--- config.mk ---
export PLATFORM = sky130hd
export DESIGN_NAME = vx_vdispatch
export DESIGN_NICKNAME = d
export VERILOG_FILES = /design/src/rtl/VX_gpu_pkg.sv /design/src/rtl/vx_vdispatch_lane.sv /design/src/rtl/vx_vdispatch.sv
export SDC_FILE = /design/constraint.sdc
export NUM_CORES = 1
export LEC_CHECK = 0
export BUFFER_PORTS_ARGS = -buffer_cell sky130_fd_sc_hd__clkbuf_2
export CAP_MARGIN = 20
export CORE_AREA = 3 3 197 199
export CTS_CLUSTER_SIZE = 30
export DETAILED_ROUTE_END_ITERATION = 12
export DIE_AREA = 0 0 200 202
export GPL_ROUTABILITY_DRIVEN = 0
export PLACE_DENSITY_LB_ADDON = 0.3
export RECOVER_POWER = 100
export SYNTH_ARGS = -nofsm -noshare
export SYNTH_HDL_FRONTEND = slang
export SYNTH_HIERARCHICAL = 1
export SYNTH_SLANG_ARGS = --single-unit
--- constraint.sdc ---
create_clock -name clk -period 6.7 [get_ports clk]
set_input_delay 0.67 -clock clk [delete_from_list [all_inputs] [get_ports clk]]
set_output_delay 0.67 -clock clk [all_outputs]
set_load 0.005 [all_outputs]
--- src/rtl/VX_gpu_pkg.sv ---
// VX_gpu_pkg: execute-unit lane indices and ex_type width shared by the issue slice
package VX_gpu_pkg;
  localparam int EX_BITS      = 2;
  localparam int EX_ALU       = 0;
  localparam int EX_LSU       = 1;
  localparam int EX_SFU       = 2;
  localparam int EX_VPU       = 3;
  localparam int NUM_EX_UNITS = 4;
endpackage

--- src/rtl/vx_vdispatch_lane.sv ---
// vx_vdispatch_lane: 2-entry elastic FIFO with registered flags (i_push/i_data in, o_valid/o_data/i_ready out, o_full to dispatcher)
module vx_vdispatch_lane #(
  parameter int W = 65
) (
  input  logic         clk,
  input  logic         reset,
  input  logic         i_push,
  input  logic [W-1:0] i_data,
  input  logic         i_ready,
  output logic         o_full,
  output logic         o_valid,
  output logic [W-1:0] o_data
);
  logic [W-1:0] r_h, r_t;
  logic r_v, r_f, w_pop;
  assign w_pop   = r_v && i_ready;
  assign o_valid = r_v;
  assign o_full  = r_f;
  assign o_data  = r_h;
  always_ff @(posedge clk or posedge reset) begin
    if (reset) begin
      r_v <= 1'b0;
      r_f <= 1'b0;
      r_h <= '0;
      r_t <= '0;
    end else begin
      r_v <= r_f || i_push || (r_v && !w_pop);
      r_f <= r_f ? !w_pop : (r_v && i_push && !w_pop);
      if (i_push && (!r_v || (w_pop && !r_f))) r_h <= i_data;
      else if (w_pop && r_f) r_h <= r_t;
      if (i_push && r_v && !w_pop) r_t <= i_data;
    end
  end
`ifndef SYNTHESIS
  a_no_overflow: assert property (@(posedge clk) disable iff (reset) !(i_push && r_f))
    else $error("vx_vdispatch_lane: push into full lane");
`endif
endmodule

--- src/rtl/vx_vdispatch.sv ---
// vx_vdispatch: routes collector beats (in_*) to per-unit lane FIFOs (out_*) with packet locking, sticky route_err and perf_stalls
module vx_vdispatch import VX_gpu_pkg::*; #(
  parameter string INSTANCE_ID = "",
  parameter int    ISSUE_ID    = 0,
  parameter int    NUM_LANES   = NUM_EX_UNITS,
  parameter int    DATAW       = 64,
  parameter int    EX_BITS     = VX_gpu_pkg::EX_BITS,
  parameter int    PERF_W      = 16
) (
  input  logic                       clk,
  input  logic                       reset,
  input  logic                       in_valid,
  input  logic [DATAW-1:0]           in_data,
  input  logic [EX_BITS-1:0]         in_ex_type,
  input  logic                       in_eop,
  output logic                       in_ready,
  output logic [NUM_LANES-1:0]       out_valid,
  output logic [NUM_LANES*DATAW-1:0] out_data,
  output logic [NUM_LANES-1:0]       out_eop,
  input  logic [NUM_LANES-1:0]       out_ready,
  output logic                       route_err,
  output logic [PERF_W-1:0]          perf_stalls
);
  localparam int LW = $clog2(NUM_LANES + 1);
  localparam logic [LW-1:0] LOCK_DROP = LW'(NUM_LANES);
  typedef enum logic {S_IDLE, S_OPEN} state_t;
  state_t r_state;
  logic [LW-1:0] r_lock, w_tgt;
  logic [NUM_LANES-1:0] w_full, w_push;
  logic [NUM_LANES:0] w_busy;
  logic [NUM_LANES-1:0][DATAW:0] w_q;
  logic w_legal, w_fire, w_bad, r_err;
  logic [PERF_W-1:0] r_stalls;
  assign w_legal   = int'(in_ex_type) < NUM_LANES;
  assign w_tgt     = (r_state == S_OPEN) ? r_lock : w_legal ? LW'(in_ex_type) : LOCK_DROP;
  assign w_busy    = {1'b0, w_full};
  assign in_ready  = !w_busy[w_tgt];
  assign w_fire    = in_valid && in_ready;
  assign w_bad     = (r_state == S_OPEN) ? (int'(in_ex_type) != int'(r_lock)) : !w_legal;
  assign route_err   = r_err;
  assign perf_stalls = r_stalls;
  for (genvar i = 0; i < NUM_LANES; i++) begin : g_lane
    assign w_push[i] = w_fire && (w_tgt == LW'(i));
    assign out_eop[i] = w_q[i][DATAW];
    assign out_data[i*DATAW +: DATAW] = w_q[i][DATAW-1:0];
    vx_vdispatch_lane #(.W(DATAW + 1)) u_lane (
      .clk     (clk),
      .reset   (reset),
      .i_push  (w_push[i]),
      .i_data  ({in_eop, in_data}),
      .i_ready (out_ready[i]),
      .o_full  (w_full[i]),
      .o_valid (out_valid[i]),
      .o_data  (w_q[i])
    );
  end
  always_ff @(posedge clk or posedge reset) begin
    if (reset) begin
      r_state  <= S_IDLE;
      r_lock   <= '0;
      r_err    <= 1'b0;
      r_stalls <= '0;
    end else begin
      if (w_fire) r_state <= in_eop ? S_IDLE : S_OPEN;
      if (w_fire && r_state == S_IDLE && !in_eop) r_lock <= w_tgt;
      if (w_fire && w_bad) r_err <= 1'b1;
      r_stalls <= r_stalls + PERF_W'(in_valid && !in_ready && !(&r_stalls));
    end
  end
`ifndef SYNTHESIS
  a_hold: assert property (@(posedge clk) disable iff (reset) in_valid && !in_ready |=> $stable(in_data))
    else $error("%s(issue %0d): in_data changed while stalled", INSTANCE_ID, ISSUE_ID);
`endif
endmodule

After elaboration in Yosys (flattened, before gate mapping)
Cells that the tools add are included.
- memories kept: 0
- input port bits: 74
- bits in latches: 0
- register bits: 549
- output and inout bits: 282
- word-level logic and storage cells: 115
- memory bits (read-only): 0
- memory bits (writable): 0
- reductions and logical operators: 71
- bitwise operators: 1
- equal/unequal tests: 4
- $mul: 0
- order comparisons: 1
- muxes and demuxes: 17
- $add $sub $neg: 1
- divide/modulo/power cells: 0
- shift operators: 0
- operators by type and width (kind ; count):
    two-way mux 65 bit ; 8
    logical AND 1 bit ; 38
    adder 16 x 1 -> 16 bit ; 1
    AND reduction 16 bit ; 1
    logical NOT 1 bit ; 15
    logical OR 1 bit ; 12
    nonzero test 2 bit ; 4
    two-way mux 1 bit ; 7
    equality test 3 x 2 -> 1 bit (second input constant) ; 2
    < comparator 3 x 4 -> 1 bit (second input constant) ; 1
    binary-select mux 1 bit (select 3 bit) ; 1
    equality test 3 x 1 -> 1 bit (second input constant) ; 1
    logical NOT 3 bit ; 1
    two-way mux 3 bit ; 1
    != test 3 bit ; 1
    NOT 1 bit ; 1

Logic depth before layout (Yosys ltp)
- depth in word-level cells: 9
- gate-level depth with buffers: 11
- gate-level depth less buffers: 10

Hierarchy
The synthesis kept the hierarchy.
- by module, submodules not included (module ; cells each ; area each (µm²) ; sequential area each (µm²) ; instances):
    vx_vdispatch_lane ; 366 ; 5347.6 ; 3303.2 ; 4
    vx_vdispatch ; 108 ; 1114.8 ; 525.5 ; 1

Worst setup path before layout
No wires, ideal clock.
- path kind: input to register
- start point: in in_ex_type[1]
- end point: reg g_lane[3].u_lane.r_h[0]
- arrival: 2630 ps
- path buffers: 3
- data required time: 6574 ps
- slack: 3944 ps
- stages on the path: 11
- library setup time: 126 ps
- path through: buf_2 -> nor3_1 -> o21a_1 -> nor4_4 -> nand3_1 -> a21oi_1 -> a21oi_1 -> or2_1 -> buf_6 -> buf_6 -> a221o_1
- longest elaborated chain between the ends: 8
- elaborated cells between the ends (all ways): 10
- those cells by class: eq/ne: 1; mux: 4; reduce/logical: 5
- RTL lines (item ; RTL line ; RTL):
    from (decl) ; vx_vdispatch.sv:14 ; input logic [EX_BITS-1:0] in_ex_type,
    two-way mux 3 bit (*) ; vx_vdispatch.sv:35 ; assign w_tgt = (r_state == S_OPEN) ? r_lock : w_legal ? LW'(in_ex_type) : LOCK_DROP;
    binary-select mux 1 bit (select 3 bit) ; vx_vdispatch.sv:37 ; assign in_ready = !w_busy[w_tgt];
    two-way mux 1 bit (not written as such) ; vx_vdispatch.sv:37 ;
    logical NOT 1 bit ; vx_vdispatch.sv:37 ;
    logical AND 1 bit ; vx_vdispatch.sv:38 ; assign w_fire = in_valid && in_ready;
    logical AND 1 bit (*) ; vx_vdispatch.sv:43 ; assign w_push[i] = w_fire && (w_tgt == LW'(i));
    named net w_push[3] ; vx_vdispatch.sv:29 ; logic [NUM_LANES-1:0] w_full, w_push;
    logical AND 1 bit (*) ; vx_vdispatch_lane.sv:29 ; if (i_push && (!r_v || (w_pop && !r_f))) r_h <= i_data;
    two-way mux 65 bit or nonzero test 2 bit (tied branches) ; - ;
    to (signal assigned) ; vx_vdispatch_lane.sv:29 ;
    to (signal assigned) ; vx_vdispatch_lane.sv:30 ; else if (w_pop && r_f) r_h <= r_t;
    to (decl) ; vx_vdispatch_lane.sv:14 ; logic [W-1:0] r_h, r_t;
Mark *: on every way through the listed nets, which the timed path passes. The rest lies on a longest branch. The select of a mux whose other input is x is not followed.
A chain may end at the register's enable or synchronous reset.

Worst setup path after layout
- start point: reg r_state
- end point: reg g_lane[3].u_lane.r_h[0]
- longest elaborated chain between the ends: 8
- elaborated cells between the ends (all ways): 10
- those cells by class: eq/ne: 1; mux: 4; reduce/logical: 5
- RTL lines (item ; RTL line ; RTL):
    from (decl) ; vx_vdispatch.sv:27 ; state_t r_state;
    from (signal assigned) ; vx_vdispatch.sv:64 ; if (w_fire) r_state <= in_eop ? S_IDLE : S_OPEN;
    two-way mux 3 bit (*) ; vx_vdispatch.sv:35 ;
    binary-select mux 1 bit (select 3 bit) ; vx_vdispatch.sv:37 ;
    two-way mux 1 bit (not written as such) ; vx_vdispatch.sv:37 ;
    logical NOT 1 bit ; vx_vdispatch.sv:37 ;
    logical AND 1 bit ; vx_vdispatch.sv:38 ;
    logical AND 1 bit (*) ; vx_vdispatch.sv:43 ;
    named net w_push[3] ; vx_vdispatch.sv:29 ;
    logical AND 1 bit (*) ; vx_vdispatch_lane.sv:29 ;
    two-way mux 65 bit or nonzero test 2 bit (tied branches) ; - ;
Marks and branches as above.

==> metrics.txt <==
Root Buffer=clkbuf_16; post-synthesis async set-or-reset flop share=100.0%; # DRC=0; DRT Pass-1 Iters=5; mean area per synthesized cell=14.32 µm²; total number of vias=15213; PnR Total Power=12.08 mW; share of cells above drive strength 1=20.06%; routed wl met2=28.19 mm; hold_buf cts=0; slowest stage delay, CP=1.26 ns; TritonCTS buffer count=55; post-synthesis sequential area ratio=61.04%; Clock power frac=25.5%; CP max FO=65; setup total negative slack=0 ns; # diodes=0; Post-synth EDFFs=0; R2R setup slack=2.36 ns; WP depth=8; die width=200 µm; post-CTS sizing=0; Reg power frac=46.3%; HPWL after DPL=36.69 mm; H-tree depth=2; Area growth syn-to-layout=15.04%; M1 WL=24.80 mm; port bufs=355; DRT iter0 DRCs=1084; crit start category=register; Layout Nets=1961; largest net degree at the start of global routing=87; P_int=8.234 mW; sw frac=31.82%; area occupied by multi-input gates=7970 µm²; top_reg_cell synth=dfrtp_1; All-Layer GR Usage=29.30%; Power Density=466.5 nW/µm²; Max-slew headroom=-168.3%; die area=40400 µm²; Ys Warns=6; Hold Path Class=input pin to async pin; initial antenna violation count=0; final hold vios=0; FMAX=230.6 MHz; Top Family by Delay on Critical Path=buffers and inverters; first-pass GRT wire length=91.56 mm; vias in the first global route=15355; synthesized instance count=1572; ANT nets after route=0; WS Path Type=register to register; #FFs+latches synth=549; clk_lat worst skew=0.59 ns; CP bufs+invs=1; # IOs=356; die height=202 µm; CTS tree=built; # Post-CTS Setup Buffers=0; r2r worst-path depth=8; Clock Sinks=549; max layer used=met4; Rows=71; Fillers=2695; GRT Residual Overflow=0; DR WL/cell=24.47 µm; period utilization=64.74%; final setup fails=0; Distinct cells, synth=38; core area=37400 µm²; Max Root-Sink Buffers=3; CTS clock-pin slew for the worst setup and hold paths=0.06 ns; Slew Limit Fails=531; most frequent cells in the layout=dfrtp_1, and2_1, a221o_1; CP max-delay cell=clkbuf_2; crit end category=register; commonest non-fill, non-tap cell in the layout=dfrtp_1; met3 routed WL=4.720 mm; register area=13740 µm²; Max Cap Viol=8; combinational share of power=28.3%; Netlist Area Pre-Place=22510 µm²; Psw=3.844 mW; arrival time at the worst endpoint=4.85 ns; Tightest Pin Transition=4.002 ns; status=finished with violations; CP required=7.22 ns; Static Leak=12.21 nW; Min Clock Period, post-route=4.337 ns; Worst Skew=0.01120 ns; Starting Density=60.18%; crit-path cells=nor3b_1 > o21a_1 > nor4_1 > nand3_1 > a21oi_1 > a21boi_0 > clkbuf_2 > a221o_1; Routed WL=59.72 mm; violated checks=max-capacitance violations, max-slew violations; Final Util=69.23%; unrepaired setup endpoints after global routing=no; Peak VDD IR=0.0004340 V; Syn Nets=1649; Vias/cell=6.235
[state kept, by name, indices dropped and copies added, names as in the netlist]
signal	cells
g_lane.u_lane/o_full	4
g_lane.u_lane/r_t	260
perf_stalls	16
g_lane.u_lane/o_valid	4
g_lane.u_lane/o_data	260
r_lock	3
route_err	1
r_state	1
[layer usage]
metal / vias up / track usage [%]
met5: - / 0
met4: 0 / 10.34
met3: 122 / 5.868
met2: 621 / 46.06
met1: 8004 / 41.16
li1: 6466 / -
[power groups by stage]
stage / Combinational, mW / Sequential (mW) / Clock [mW]
CTS: 3.55 / 5.57 / 3.13
global route: 3.70 / 5.72 / 3.26
finish: 3.41 / 5.59 / 3.08
detailed placement: 3.52 / 5.59 / 0
floorplan: 2.33 / 5.38 / 0
global placement: 3.37 / 5.52 / 0
[cells in the mapped netlist (all sizes together) (2+ instances only)]
cell type,n,share of area (%)
mux2,262,13
and2,261,7.3
buf,83,3.0
and3,4,0.11
inv,13,0.22
xor2,4,0.16
a221o,260,12
a21oi,10,0.22
or3,5,0.14
nor2b,4,0.11
nand2,12,0.20
a21boi,5,0.18
or2,4,0.11
xnor2,12,0.47
nand3,7,0.18
clkbuf,32,0.53
nand2b,7,0.19
nor2,14,0.23
nor3,2,0.044
ha,3,0.17
dfrtp,549,61
nor3b,2,0.067
nand4,7,0.19
[cells by family after synthesis]
logic type	Yosys count	synth area share, %
DFF	549	61.04
adders and majority gates	3	0.1668
AOI/OAI and AO/OA	282	12.25
xor gates and xnor gates	16	0.6227
muxes	262	13.11
and+or+nand+nor	332	9.012
buffers and inverters	128	3.792
[final timing paths]
path                                                    to               startpoint
worst max-delay path            g_lane[3].u_lane/o_data[0]                  r_state
worst min-delay path                        perf_stalls[4]                    reset
worst max register to register  g_lane[3].u_lane/o_data[0]                  r_state
worst min register to register     g_lane[1].u_lane/r_t[2]  g_lane[1].u_lane/r_t[2]
max in group asynchronous         g_lane[0].u_lane/r_t[51]                    reset
min in group clk                                 r_lock[0]            in_ex_type[0]
[metrics by stage]
stage | hold slack (ns) | cells | cell area, µm² | setup slack, ns
after floorplan | 0.4556 | 1572 | 22510 | 2.504
after global placement | 0.4647 | 2337 | 24320 | 2.936
after detailed placement | 0.4640 | 2338 | 24350 | 2.802
after CTS | 0.3269 | 2440 | 26190 | 2.981
after global routing | 0.3979 | 2440 | 25890 | 1.986
final | 0.3746 | 2440 | 25890 | 2.363
[area by class of cell]
type / instances / share of cell area (%)
inverters: 13 / 0.2078
clock inverters: 18 / 0.6041
flip-flops and latches: 549 / 53.06
well taps: 511 / 2.469
multi-input cells: 895 / 30.78
clock buffers: 84 / 6.480
repair buffers: 370 / 6.393
(Power assumes the default switching activity.)
